<file path="config.mk">
export PLATFORM = sky130hd
export DESIGN_NAME = mul_sgn_acc_flat
export DESIGN_NICKNAME = d
export VERILOG_FILES = /design/src/rtl/mul_sgn_pkg.sv /design/src/rtl/mul_sgn_acc_if.sv /design/src/rtl/mul_sgn_acc_sat_adder.sv /design/src/rtl/mul_sgn_acc.sv /design/src/flat_wrapper.sv
export SDC_FILE = /design/constraint.sdc
export NUM_CORES = 1
export LEC_CHECK = 0
export CORE_ASPECT_RATIO = 1.2
export CORE_MARGIN = 4
export CORE_UTILIZATION = 32
export CTS_CLUSTER_DIAMETER = 100
export CTS_CLUSTER_SIZE = 24
export DETAILED_ROUTE_END_ITERATION = 10
export PLACE_DENSITY = 0.53
export SYNTH_ARGS = -nofsm -noshare
export SYNTH_HDL_FRONTEND = slang
export SYNTH_SLANG_ARGS = --single-unit
</file>
<file path="constraint.sdc">
create_clock -name clk -period 4.5 [get_ports clk]
set_input_delay 0.9 -clock clk [delete_from_list [all_inputs] [get_ports clk]]
set_output_delay 0.9 -clock clk [all_outputs]
set_load 0.005 [all_outputs]
</file>
<file path="src/rtl/mul_sgn_pkg.sv">
// Shared definitions for the signed multiplier and its accumulate stage:
// speed encodings, accumulator width derivation and the clamping adder.
package mul_sgn_pkg;

  typedef enum logic [1:0] {
    SPEED_AREA     = 2'd0,
    SPEED_BALANCED = 2'd1,
    SPEED_FAST     = 2'd2
  } speed_e;

  localparam int SAT_ADD_W = 64;

  function automatic int width_a(input int wx, input int wy, input int guard);
    return wx + wy + guard;
  endfunction

  // Returns {sat, sum}: a+b clamped to the signed range of 'width' bits,
  // sign-extended to 64 bits.
  function automatic logic [SAT_ADD_W:0] sat_add(input logic signed [SAT_ADD_W-1:0] a,
                                                 input logic signed [SAT_ADD_W-1:0] b,
                                                 input int width);
    logic signed [SAT_ADD_W:0] s;
    logic signed [SAT_ADD_W:0] hi;
    logic signed [SAT_ADD_W:0] lo;
    s  = $signed({a[SAT_ADD_W-1], a}) + $signed({b[SAT_ADD_W-1], b});
    hi = (65'sd1 <<< (width - 1)) - 65'sd1;
    lo = -(65'sd1 <<< (width - 1));
    if (s > hi) begin
      return {1'b1, hi[SAT_ADD_W-1:0]};
    end else if (s < lo) begin
      return {1'b1, lo[SAT_ADD_W-1:0]};
    end else begin
      return {1'b0, s[SAT_ADD_W-1:0]};
    end
  endfunction

endpackage

</file>
<file path="src/rtl/mul_sgn_acc_if.sv">
// Product stream in, frame result out; shared between the multiplier side
// and the accumulate stage.
interface mul_sgn_acc_if #(
  parameter int widthX    = 8,
  parameter int widthY    = 8,
  parameter int guardBits = 8,
  parameter int maxTerms  = 256
);
  import mul_sgn_pkg::*;

  localparam int widthA = width_a(widthX, widthY, guardBits);
  localparam int widthC = $clog2(maxTerms + 1);

  logic                            in_valid;
  logic                            in_ready;
  logic signed [widthX+widthY-1:0] P;
  logic                            in_last;
  logic                            out_valid;
  logic                            out_ready;
  logic signed [widthA-1:0]        acc;
  logic [widthC-1:0]               cnt;
  logic                            ovf;

  modport master (
    output in_valid, P, in_last, out_ready,
    input  in_ready, out_valid, acc, cnt, ovf
  );

  modport slave (
    input  in_valid, P, in_last, out_ready,
    output in_ready, out_valid, acc, cnt, ovf
  );

  modport MulSgn_out (
    output P, in_valid, in_last,
    input  in_ready
  );

endinterface

</file>
<file path="src/rtl/mul_sgn_acc_sat_adder.sv">
// Combinational signed add of two W-bit values with clamp to the W-bit range
// and a saturate flag.
module sat_adder
  import mul_sgn_pkg::*;
#(
  parameter int W = 24
) (
  input  logic signed [W-1:0] a,
  input  logic signed [W-1:0] b,
  output logic signed [W-1:0] y,
  output logic                sat
);

  logic signed [SAT_ADD_W-1:0] a_ext_s;
  logic signed [SAT_ADD_W-1:0] b_ext_s;
  logic [SAT_ADD_W:0]          r_s;
  logic                        upper_bad_s;

  // Widen, add with clamp, and flag any result whose upper bits are not a clean sign extension.
  always_comb begin
    a_ext_s     = SAT_ADD_W'(a);
    b_ext_s     = SAT_ADD_W'(b);
    r_s         = sat_add(a_ext_s, b_ext_s, W);
    upper_bad_s = (r_s[SAT_ADD_W-1:W] != {(SAT_ADD_W-W){r_s[W-1]}});
    y           = r_s[W-1:0];
    sat         = r_s[SAT_ADD_W] | upper_bad_s;
  end

endmodule

</file>
<file path="src/rtl/mul_sgn_acc.sv">
// Saturating signed accumulate stage: sums a framed product stream and
// presents one registered result (sum, term count, overflow) per frame.
module mul_sgn_acc
  import mul_sgn_pkg::*;
#(
  parameter int widthX    = 8,
  parameter int widthY    = 8,
  parameter int guardBits = 8,
  parameter int maxTerms  = 256
) (
  input  logic          clk,
  input  logic          rst_n,
  input  logic          clr,
  mul_sgn_acc_if.slave  bus
);

  localparam int widthA = width_a(widthX, widthY, guardBits);
  localparam int widthC = $clog2(maxTerms + 1);
  localparam logic [widthC-1:0] CNT_MAX = widthC'(maxTerms);
  localparam logic [widthC-1:0] CNT_ONE = widthC'(1);

  logic signed [widthA-1:0] sum_q, sum_d;
  logic signed [widthA-1:0] acc_q, acc_d;
  logic [widthC-1:0]        tcnt_q, tcnt_d;
  logic [widthC-1:0]        cnt_q, cnt_d;
  logic                     sat_q, sat_d;
  logic                     ovf_q, ovf_d;
  logic                     out_valid_q, out_valid_d;

  logic signed [widthA-1:0] p_ext_s;
  logic signed [widthA-1:0] nsum_s;
  logic                     nsat_s;
  logic [widthC-1:0]        ntcnt_s;
  logic                     in_ready_s;
  logic                     in_acc_s;
  logic                     out_acc_s;

  assign in_ready_s = !out_valid_q || bus.out_ready;
  assign in_acc_s   = bus.in_valid && in_ready_s;
  assign out_acc_s  = out_valid_q && bus.out_ready;
  assign p_ext_s    = widthA'($signed(bus.P));
  assign ntcnt_s    = (tcnt_q >= CNT_MAX) ? CNT_MAX : (tcnt_q + CNT_ONE);

  sat_adder #(
    .W (widthA)
  ) u_sat_adder (
    .a   (sum_q),
    .b   (p_ext_s),
    .y   (nsum_s),
    .sat (nsat_s)
  );

  // Next-state: clr wins over an accepted product; in_last publishes and restarts the frame.
  always_comb begin
    sum_d  = sum_q;
    tcnt_d = tcnt_q;
    sat_d  = sat_q;
    acc_d  = acc_q;
    cnt_d  = cnt_q;
    ovf_d  = ovf_q;
    if (out_acc_s) begin
      out_valid_d = 1'b0;
    end else begin
      out_valid_d = out_valid_q;
    end
    if (clr) begin
      sum_d  = {widthA{1'b0}};
      tcnt_d = {widthC{1'b0}};
      sat_d  = 1'b0;
    end else if (in_acc_s && bus.in_last) begin
      acc_d       = nsum_s;
      cnt_d       = ntcnt_s;
      ovf_d       = sat_q | nsat_s;
      out_valid_d = 1'b1;
      sum_d       = {widthA{1'b0}};
      tcnt_d      = {widthC{1'b0}};
      sat_d       = 1'b0;
    end else if (in_acc_s) begin
      sum_d  = nsum_s;
      tcnt_d = ntcnt_s;
      sat_d  = sat_q | nsat_s;
    end else begin
      sum_d  = sum_q;
      tcnt_d = tcnt_q;
      sat_d  = sat_q;
    end
  end

  // State registers with synchronous active-low reset.
  always_ff @(posedge clk) begin
    if (!rst_n) begin
      sum_q       <= {widthA{1'b0}};
      tcnt_q      <= {widthC{1'b0}};
      sat_q       <= 1'b0;
      acc_q       <= {widthA{1'b0}};
      cnt_q       <= {widthC{1'b0}};
      ovf_q       <= 1'b0;
      out_valid_q <= 1'b0;
    end else begin
      sum_q       <= sum_d;
      tcnt_q      <= tcnt_d;
      sat_q       <= sat_d;
      acc_q       <= acc_d;
      cnt_q       <= cnt_d;
      ovf_q       <= ovf_d;
      out_valid_q <= out_valid_d;
    end
  end

  assign bus.in_ready  = in_ready_s;
  assign bus.out_valid = out_valid_q;
  assign bus.acc       = acc_q;
  assign bus.cnt       = cnt_q;
  assign bus.ovf       = ovf_q;

endmodule

</file>
<file path="src/flat_wrapper.sv">
// flat-port wrapper written by rule: the top's interface ports become plain ports
module mul_sgn_acc_flat import mul_sgn_pkg::*;
#(
  parameter int widthX    = 8,
  parameter int widthY    = 8,
  parameter int guardBits = 8,
  parameter int maxTerms  = 256
)
  (clk, rst_n, clr, bus_in_valid, bus_P, bus_in_last, bus_out_ready, bus_in_ready, bus_out_valid, bus_acc, bus_cnt, bus_ovf);
  mul_sgn_acc_if #(.widthX(widthX), .widthY(widthY), .guardBits(guardBits), .maxTerms(maxTerms)) bus_i ();
  input  logic clk;
  input  logic rst_n;
  input  logic clr;
  input wire logic [$bits(bus_i.in_valid)-1:0] bus_in_valid;
  input wire logic [$bits(bus_i.P)-1:0] bus_P;
  input wire logic [$bits(bus_i.in_last)-1:0] bus_in_last;
  input wire logic [$bits(bus_i.out_ready)-1:0] bus_out_ready;
  output wire logic [$bits(bus_i.in_ready)-1:0] bus_in_ready;
  output wire logic [$bits(bus_i.out_valid)-1:0] bus_out_valid;
  output wire logic [$bits(bus_i.acc)-1:0] bus_acc;
  output wire logic [$bits(bus_i.cnt)-1:0] bus_cnt;
  output wire logic [$bits(bus_i.ovf)-1:0] bus_ovf;
  assign bus_i.in_valid = bus_in_valid;
  assign bus_i.P = bus_P;
  assign bus_i.in_last = bus_in_last;
  assign bus_i.out_ready = bus_out_ready;
  assign bus_in_ready = bus_i.in_ready;
  assign bus_out_valid = bus_i.out_valid;
  assign bus_acc = bus_i.acc;
  assign bus_cnt = bus_i.cnt;
  assign bus_ovf = bus_i.ovf;
  mul_sgn_acc #(.widthX(widthX), .widthY(widthY), .guardBits(guardBits), .maxTerms(maxTerms)) u_core (.clk(clk), .rst_n(rst_n), .clr(clr), .bus(bus_i));
endmodule
</file>
== Word level (Yosys, flattened, before mapping) ==
Index checks and enable logic that the tools add are counted.

* Magnitude comparators: 3
* Bitwise gates (word level): 4
* Reduce and logical (&&, ||, !) cells: 7
* Eq/ne operators: 1
* $add $sub $neg: 2
* Multiplexer cells: 6

{| class="wikitable"
|+ Operators by type and width
! cell !! count
|-
| 65-bit 2-to-1 mux || 2
|-
| 65-bit by 24-bit greater-than comparator with 1-bit output, second input constant || 1
|-
| 65-bit by 24-bit < comparator with 1-bit output, second input constant || 1
|-
| 40-bit inequality test || 1
|-
| 24-bit by 16-bit adder with 25-bit output || 1
|-
| 9-bit by 1-bit adder with 9-bit output, second input constant || 1
|-
| 9-bit greater-or-equal comparator, second input constant || 1
|-
| 9-bit 2-to-1 mux || 1
|-
| 1-bit logical AND || 3
|-
| 1-bit 2-to-1 mux || 3
|-
| 3-bit OR reduction || 1
|-
| 1-bit NOT || 2
|-
| 1-bit OR || 2
|-
| 2-bit AND reduction || 1
|-
| 1-bit zero test || 1
|-
| 1-bit logical OR || 1
|}

* Register bits after elaboration: 69
* Word-level logic and storage cells: 30
* Output and inout port bits: 36
* Input bits: 22

== Longest topological paths before layout ==
Gate-level depths: netlist of run 1.

* Word-level depth: 7
* Gate-level depth with buffers: 12
* Depth with buffers taken out: 11

== Cells and area by module ==
Synthesis of run 1 repeated with hierarchy kept, for this count alone.

* Cell total of the unflattened synthesis: 529
* Area total of the unflattened synthesis: 4190.3 µm²

{| class="wikitable"
|+ By module, submodules not included
! module !! seq. area each (µm²) !! instances !! cells each !! area each (µm²)
|-
| mul_sgn_acc || 1381.3 || 1 || 326 || 2692.6
|-
| sat_adder || 0.0 || 1 || 203 || 1497.7
|}

== Worst setup path after synthesis of run 1 ==
Ideal clock, no wire load.

* Kind: input port to flip-flop
* Start point: input port bus_P[0]
* End point: register u_core.sum_q[1]
* Arrival time: 3017 ps
* Stages: 12
* Buffers on the path: 1
* Path slack: 1390 ps
* Cell sequence: ha_1 inv_1 fa_1 nand2b_1 a21o_1 a21oi_1 a211o_1 a21oi_2 mux2i_4 buf_6 nand3_1 o32ai_1

* Cells in the longest elaborated chain, start to end: 4

{| class="wikitable"
|+ Ends and longest elaborated chain
! item !! line !! RTL
|-
| from (decl) || flat_wrapper.sv:15 || <nowiki>input wire logic [$bits(bus_i.P)-1:0] bus_P;</nowiki>
|-
| 24-bit by 16-bit adder with 25-bit output * || mul_sgn_pkg.sv:25 || <nowiki>s = $signed({a[SAT_ADD_W-1], a}) + $signed({b[SAT_ADD_W-1], b});</nowiki>
|-
| 65-bit by 24-bit < comparator with 1-bit output || mul_sgn_pkg.sv:30 || <nowiki>end else if (s < lo) begin</nowiki>
|-
| 65-bit 2-to-1 mux || mul_sgn_pkg.sv:30 ||
|-
| 65-bit 2-to-1 mux * || mul_sgn_pkg.sv:28 || <nowiki>if (s > hi) begin</nowiki>
|-
| to (signal assigned) || mul_sgn_acc.sv:92 || <nowiki>sum_q <= {widthA{1'b0}};</nowiki>
|-
| to (signal assigned) || mul_sgn_acc.sv:100 || <nowiki>sum_q <= sum_d;</nowiki>
|-
| to (decl) || mul_sgn_acc.sv:22 || <nowiki>logic signed [widthA-1:0] sum_q, sum_d;</nowiki>
|}

Every way passes the cells marked *; elsewhere a longest branch is shown, timed or not.
A chain may end at the register's enable or synchronous reset.

== Worst setup path in the final report of run 1 ==
* Start point: input port bus_P[15]
* End point: register u_core.sum_q[3]

The elaborated chain is that of the path after synthesis.

==> results of run 1 <==
power by group through the flow:
stage | Clock (mW) | Combinational (mW) | Sequential [mW]
after global placement | 0 | 0.333 | 0.663
after detailed placement | 0 | 0.335 | 0.663
after global routing | 0.693 | 0.375 | 0.652
final | 0.651 | 0.335 | 0.650
after floorplan | 0 | 0.234 | 0.660
after CTS | 0.672 | 0.337 | 0.650
cell type report:
type / instances / area, sq um / share of cell area, %
Clock buffer: 13 / 250 / 4.95
Sequential cell: 69 / 1380 / 27.3
Clock inverter: 3 / 21.3 / 0.421
Inverter: 7 / 26.3 / 0.520
Timing Repair Buffer: 64 / 623 / 12.3
Multi-Input combinational cell: 401 / 2540 / 50.4
Tap cell: 164 / 205 / 4.06
Yosys cell counts, drive strengths merged, types with 2 or more instances:
cell and number:
o21ai 66, o211ai 6, o211a 3, nor2 31, nand2 40, a21oi 101, dfxtp 69, and2 3
o21a 3, a211oi 3, nand3b 2, ha 26, nand4 7, xnor2 11, a31oi 3, a211o 2
a21o 4, nor3 12, buf 13, and3 7, clkbuf 24, a21boi 5, nor4b 2, inv 7
nand2b 7, nor2b 9, xor2 10, nand3 16
layer usage:
metal  GRT usage (%)  up-vias
li1                -     1941
met1            19.8     1777
met2            26.4       77
met3            2.29       19
met4            7.30        0
met5               0        -
cell usage in the layout (no fill, tap or decap), types with 3 or more instances in the layout:
cell,count
dfxtp_1,69
nor2_2,3
a21boi_0,5
o21ai_1,7
clkdlybuf4s50_1,57
nand4_1,6
o21a_1,3
buf_4,7
and3_1,7
o21ai_0,59
a21o_1,4
xnor2_1,11
xor2_1,10
o211a_1,3
and2_1,3
nor3_1,12
a21oi_1,82
ha_1,26
nor2_1,28
nor2b_1,9
nand2_1,40
inv_1,7
clkbuf_1,3
o211ai_1,6
nand3_1,15
a21oi_2,18
clkbuf_16,9
nand2b_1,7
worst register-to-register path, stage by stage, from the launching register on:
cell      delay (ns)
dfxtp_1         0.32
ha_1            0.19
inv_1           0.07
fa_1            0.39
nand2b_1        0.23
a21o_1          0.22
a21oi_1         0.32
a211o_1         0.21
a21oi_2         0.10
a21oi_4         0.47
buf_4           0.29
a21oi_2         0.05
a21oi_1         0.16
state kept, by name, indices dropped and copies added, names as in the netlist:
signal                cells
u_core.bus.out_valid      1
u_core.bus.ovf            1
u_core.sum_q             24
u_core.tcnt_q             9
u_core.sat_q              1
u_core.bus.cnt            9
u_core.bus.acc           24
logic make-up after synthesis:
family | Yosys count | synth area share, %
and+or+nand+nor | 145 | 17.8
DFF | 69 | 33.4
buffers and inverters | 44 | 5.23
AOI/OAI and AO/OA | 206 | 30.0
xor gates and xnor gates | 21 | 4.44
muxes | 2 | 0.816
adders and majority gates | 27 | 8.34
metrics by stage:
stage | cells | hold slack (ns) | util, % | area [sq um]
2_1_floorplan | 514 | 0.426 | - | 4140
3_3_place_gp | 705 | 0.436 | 37.7 | 4780
3_5_place_dp | 705 | 0.456 | 37.7 | 4780
4_1_cts | 721 | 0.464 | 39.9 | 5050
5_1_grt | 721 | 0.490 | 39.9 | 5050
6_report | 721 | 0.460 | 39.9 | 5050
worst paths after layout:
check | cells after the start | slack, ns | end | start
worst max register to register | 12 | 1.40 | u_core.sum_q[3] | u_core.sum_q[0]
worst max-delay path | 11 | 0.57 | u_core.sum_q[3] | bus_P[15]
worst min register to register | 2 | 0.46 | u_core.bus.cnt[4] | u_core.bus.cnt[4]
worst min-delay path | 2 | 0.46 | u_core.bus.cnt[4] | u_core.bus.cnt[4]
==> impl.org, run 1 <==
** Drt
- Detailed routing placed a total of 383 um of wire on met3.
- Number of remaining DRC errors :: 0
- For this block, the routed nets add up to 11400 um of wire.
- Count of nets left with antenna violations after detail routing :: 0
- Met2 wirelength from detailed routing :: 5620 um
- Count of TritonRoute iterations in the first routing pass :: 4
- Sum of routed wire segments on met1 :: 5150 um
- Highest Signal Layer :: met4
- Using the TritonRoute via totals, the vias-per-cell ratio works out to 5.29.
- Violation count after the first detailed-route iteration :: 149
- Across all layers, the routed design uses 3814 vias.
- WL/cell :: 15.8 um

** Pwr
- For this design the ratio of total power to cell area is 324 nW/um^2.
- Registers are responsible for 39.7% of the overall power.
- Combinational group share of total power :: 20.5%
- Power comes to 1.64 mW.
- Cell leakage power :: 1.91 nW
- Net switching is 28.8% of the power.
- Internal power :: 1.16 mW
- Clk network pwr share :: 39.8%
- Across the VDD grid, the largest voltage drop is 125 uV.
- Switching power :: 471 uW

** Clocking
- Clock Path Buffers :: 2
- Latest clock arrival within the worst-skew pair :: 0.33 ns
- Post-CTS timing repair inserted 0 buffers for setup.
- Number of CTS-inserted buffers :: 9
- Number of gates resized after CTS :: 0
- TritonCTS built the clock tree.
- Num Clock Sinks :: 69
- Clock tree synthesis selected as its root buffer the cell clkbuf_16.
- After clock tree synthesis, the clock-pin slew on the worst setup and hold paths is 0.06 ns.
- Count of H-tree levels built during CTS :: 3
- Number of buffers inserted by hold repair at cts :: 0

** STA
- Setup repair after global routing left no endpoint under its margin.
- Final WS setup :: 0.575 ns
- Slew at the pin closest to its max-slew limit :: 0.869 ns
- The final-report max-slew violation count is 0.
- TNS Setup :: 0 ns
- Setup violations remaining at the end of the flow were counted as 0.
- Clock skew :: 0.00648 ns
- Static timing analysis puts the maximum clock frequency at 0.255 GHz.
- Remaining max-slew budget at the tightest pin :: 42.1%
- Final Hold Fails :: 0
- Share of the clock period used by the worst path :: 87.2%
- Counting I/O delays and the setup requirement, the final critical path takes 3.93 ns.

** Job
- Max-cap violations in this run came to 0.

** Yosys
- Synth unique cells :: 61
- Netlist Area Pre-Place :: 4140 sq um
- Post-Syn Nets :: 563
- Sequential cell area fraction in the yosys report :: 33.4%
- Yosys reg bits :: 69
- Mean cell area of the mapped netlist :: 8.05 sq um
- Prevailing post-synth register cell :: dfxtp_1
- Yosys warnings :: 0
- Async set-or-reset flop fraction in the synthesized netlist :: 0%
- Leading post-synthesis cells by cell area :: dfxtp_1 (33%), a21oi_1 (9.9%), ha_1 (7.9%)
- Area share of the largest cell type after synthesis :: 33.4%
- The biggest area contributor in the post-synthesis netlist is dfxtp_1.
- Synthesis produced 514 cells.
- The synthesized design contains 0 enable-type register cells.

** GRT
- In the global route stage, overall resource usage came out at 15.7%.
- Pin count of the biggest net entering global routing :: 51
- The first global-routing pass estimated 19300 um of wire.
- Number of global-route vias before repair :: 3819
- Initial antenna violation count :: 0
- For this run the aggregate overflow at the end of global routing stands at 0.

** Worst setup path
- STA classifies the critical path endpoint as a register.
- Among all stages on the critical path, the largest delay is contributed by ha_1.
- Delay-heaviest family, CP :: compound AO/OA/AOI/OAI gates
- At the worst endpoint, the required time is 4.76 ns.
- The worst setup path is launched from an input port.
- Data arrives at the worst endpoint at 4.19 ns.
- In this design, the stage delay of the slowest critical-path cell is 0.63 ns.
- Crit-path max FO :: 14
- Most common cell type on the critical path :: nand2_1
- Walking the worst path, the cells encountered are clkdlybuf4s50_1 > ha_1 > nand2_1 > nor4_2 > o2111ai_1 > nand2_1 > o21ai_0 > a21oi_4 > buf_4 > a21oi_2 > a21oi_1.
- Worst setup path class :: in2reg
- The number of buffers and inverters on the critical path is 2.

** Layout
- Layout cells sized above 1 :: 8.98%
- Area Overhead vs Synth :: 22.0%
- Post-layout net count :: 601
- After filler insertion, the fill cell instance count of the layout stands at 1334.
- The repair_antennas step left the layout with diodes totalling 0.

** Die
- Number of I/O pins :: 58
- Placement row count :: 45
- Die span in x :: 112 um
- Core Area :: 12700 sq um
- Area of the die :: 14800 sq um
- In this run the vertical extent of the chip is 133 um.
- For this configuration, the core starts out at a cell density of 32.7%.

** Place
- Detailed placement finished with a half-perimeter wire length of 8260 um.
- DP Worst Slack :: 0.242 ns
- Port Buffers :: 57
- At the end of routability-driven placement, the weighted congestion stood at 0.901.

** Status
- Run status :: complete, no violations

** Hold path
- Type of the most critical hold path :: reg2reg
Power figures use the tool's default switching activity.
==> run 2: changes to the inputs <==
--- a/config.mk
+++ b/config.mk
@@ -5,13 +5,15 @@
 export SDC_FILE = /design/constraint.sdc
 export NUM_CORES = 1
 export LEC_CHECK = 0
+export CELL_PAD_IN_SITES_DETAIL_PLACEMENT = 1
+export CELL_PAD_IN_SITES_GLOBAL_PLACEMENT = 1
 export CORE_ASPECT_RATIO = 1.2
 export CORE_MARGIN = 4
 export CORE_UTILIZATION = 32
 export CTS_CLUSTER_DIAMETER = 100
 export CTS_CLUSTER_SIZE = 24
 export DETAILED_ROUTE_END_ITERATION = 10
-export PLACE_DENSITY = 0.53
+export PLACE_DENSITY = 0.67
 export SYNTH_ARGS = -nofsm -noshare
 export SYNTH_HDL_FRONTEND = slang
 export SYNTH_SLANG_ARGS = --single-unit
==> run 2 against run 1 <==
Net effect: via count is 2.1% higher; design area up 0.77%; total power rose by 0.63%; clock power is essentially flat; register-to-register slack got worse by 0.10 ns; wire length increased by 8.0%; fmax up 1.4%; count of clock-buffer cells in the layout down 2; sequential share of layout area is 0.21 points lower; non-clock buffer count up 4; setup slack gained 0.053 ns; flip-flop and latch count unchanged; critical path type unchanged; critical endpoint is now u_core.bus.acc[22]; largest power group is now registers; highest routed layer unchanged.
==> impl.org, run 2 (synthesized netlist as in run 1, its figures left out) <==
** Clocking
- For this design, the sink count on the clock tree is 69.
- The number of hold buffers added after CTS was 0.
- The H-tree generated during clock tree synthesis spans 3 levels.
- Clock-pin slew was measured on the worst setup and hold paths at 0.06 ns.
- Number of CTS-inserted buffers :: 9
- Number of gates resized after CTS :: 0
- Latest clock arrival within the worst-skew pair :: 0.34 ns
- Buffers inserted during post-CTS setup optimization :: 0
- The clock passes through at most 2 buffers.
- TritonCTS built the clock tree.
- Library cell used as clock root buffer :: clkbuf_16

** Die
- For this design the top-level I/O count stands at 58.
- Area of the die :: 14800 sq um
- The floorplan has 45 rows.
- Measured along the y axis, the die boundary spans 133 um.
- For this configuration, the core starts out at a cell density of 32.7%.
- The floorplan step set the die width to 112 um.
- Core Area :: 12700 sq um

** Layout
- 0 antenna diodes ended up in the layout.
- The top cell types in the final layout, fill and taps aside, are a21oi_1 (82), dfxtp_1 (69), o21ai_0 (59), clkdlybuf4s50_1 (57), nand2_1 (40).
- For this run, the number of standard cells in the final layout without fillers is 724.
- Cells with a size suffix above 1 make up 9.82% of the layout.
- Compared with the post-synthesis result, the final layout area differs by 23.0%.
- Fillers :: 1533
- Commonest non-fill, non-tap cell in the layout :: a21oi_1
- In the final design database the tool counted 605 nets.
- Utilization after layout :: 40.2%

** STA
- Fin. max-slew vios :: 0
- Setup repair after global routing missed its margin :: no
- On the final layout, the worst hold slack is 0.465 ns.
- Share of the clock period used by the worst path :: 86.0%
- The clock period could shrink to 3.87 ns.
- For the pin with the worst max-slew slack, the measured transition is 0.639 ns.
- Final Hold Fails :: 0
- Setup-failing EPs final :: 0
- Max frequency :: 0.258 GHz
- Clock skew :: 0.00859 ns
- In this run the tightest slew margin relative to its limit is 56.5%.
- TNS Setup :: 0 ns

** GRT
- The first global-routing pass estimated 20800 um of wire.
- All-layer global routing usage :: 17.1%
- Pin count of the biggest net entering global routing :: 51
- Overflow left after global routing :: 0
- Number of global-route vias before repair :: 4193
- The initial antenna violation count came to 0.

** Drt
- Before antenna repair, the detailed router went through 4 iterations.
- Violation count after the first detailed-route iteration :: 119
- WL/cell :: 17.0 um
- Count of nets left with antenna violations after detail routing :: 0
- Overall via count from detail_route :: 3895
- Wires add up to 12300 um.
- Number of remaining DRC errors :: 0
- After detailed routing, the number of vias per cell comes to 5.38.

** Worst setup path
- The worst register-to-register path has a depth of 11.
- Data on the critical path arrives at its endpoint at 4.13 ns.
- The critical path is of the in2reg type.
- Req. time, crit path :: 4.76 ns
- Element type at the critical path end :: register
- In this run the worst path has a maximum fanout of 14.
- The worst setup path is launched from an input port.

** Pwr
- Summed over all cells, the static leakage comes to 1.94 nW.
- VDD sags by at most 132 uV.
- In this run the power density over the cells is 323 nW/um^2.
- Final Total Pwr :: 1.65 mW

** Status
- Run status :: complete, no violations

** Place
- Final HPWL DP :: 9470 um
- The congestion estimate from routability-driven global placement came to 0.839.
- Port Buffers :: 57
- The number of placed instances, taps included, is 709.

** Job
- The tool flagged a number of max-cap violations equal to 0.

** Hold path
- Type of the most critical hold path :: reg2reg
- Hold Path Stages :: 2
-- run 2: through the flow --
stage,setup slack (ns),area [sq um]
2_1_floorplan,1.39,4140
3_3_place_gp,0.394,4820
3_5_place_dp,0.300,4820
4_1_cts,0.638,5090
5_1_grt,0.322,5090
6_report,0.628,5090
-- run 2: power by group --
group	total [mW]	internal, mW	switching, mW
combinational	0.346	0.144	0.202
clock	0.649	0.383	0.267
sequential	0.651	0.636	0.0147
-- run 2: final cells by class --
class | instances | area (sq um) | area share (%)
Clock buffer | 11 | 243 | 4.77
Clock inverter | 4 | 25.0 | 0.492
Inverter | 7 | 26.3 | 0.516
Multi-Input combinational cell | 401 | 2540 | 50.0
Sequential cell | 69 | 1380 | 27.1
Tap cell | 164 | 205 | 4.03
Timing Repair Buffer | 68 | 666 | 13.1
-- run 2: critical path, stage by stage --
cell,delay [ns]
clkdlybuf4s50_1,0.47
ha_1,0.20
inv_1,0.07
fa_1,0.38
nand2b_1,0.23
a21o_1,0.23
a21oi_1,0.31
a211o_1,0.21
a21oi_2,0.10
mux2i_4,0.54
nand3_1,0.28
a21oi_1,0.21
-- run 2: per-layer routing --
layer	wire [um]	global-route usage, %	vias to the layer above
met5	0	0	-
met4	178	5.48	0
met3	318	2.47	14
met2	6320	31.4	52
met1	5500	20.4	1887
li1	-	-	1942
-- run 2: worst paths after layout --
| kind | start | to | slack (ns) |
|---|---|---|---|
| worst max-delay path | bus_P[0] | u_core.bus.acc[22] | 0.63 |
| worst min-delay path | u_core.bus.cnt[4] | u_core.bus.cnt[4] | 0.46 |
| worst max register to register | u_core.sum_q[0] | u_core.bus.acc[22] | 1.30 |
| worst min register to register | u_core.bus.cnt[4] | u_core.bus.cnt[4] | 0.46 |
==> run 3: changes to the inputs <==
--- a/config.mk
+++ b/config.mk
@@ -13,6 +13,7 @@
 export CTS_CLUSTER_DIAMETER = 100
 export CTS_CLUSTER_SIZE = 24
 export DETAILED_ROUTE_END_ITERATION = 10
+export GPL_ROUTABILITY_DRIVEN = 1
 export PLACE_DENSITY = 0.67
 export SYNTH_ARGS = -nofsm -noshare
 export SYNTH_HDL_FRONTEND = slang
==> results of run 3 <==
Final layout, timing and power as in run 2 (identical DEF).
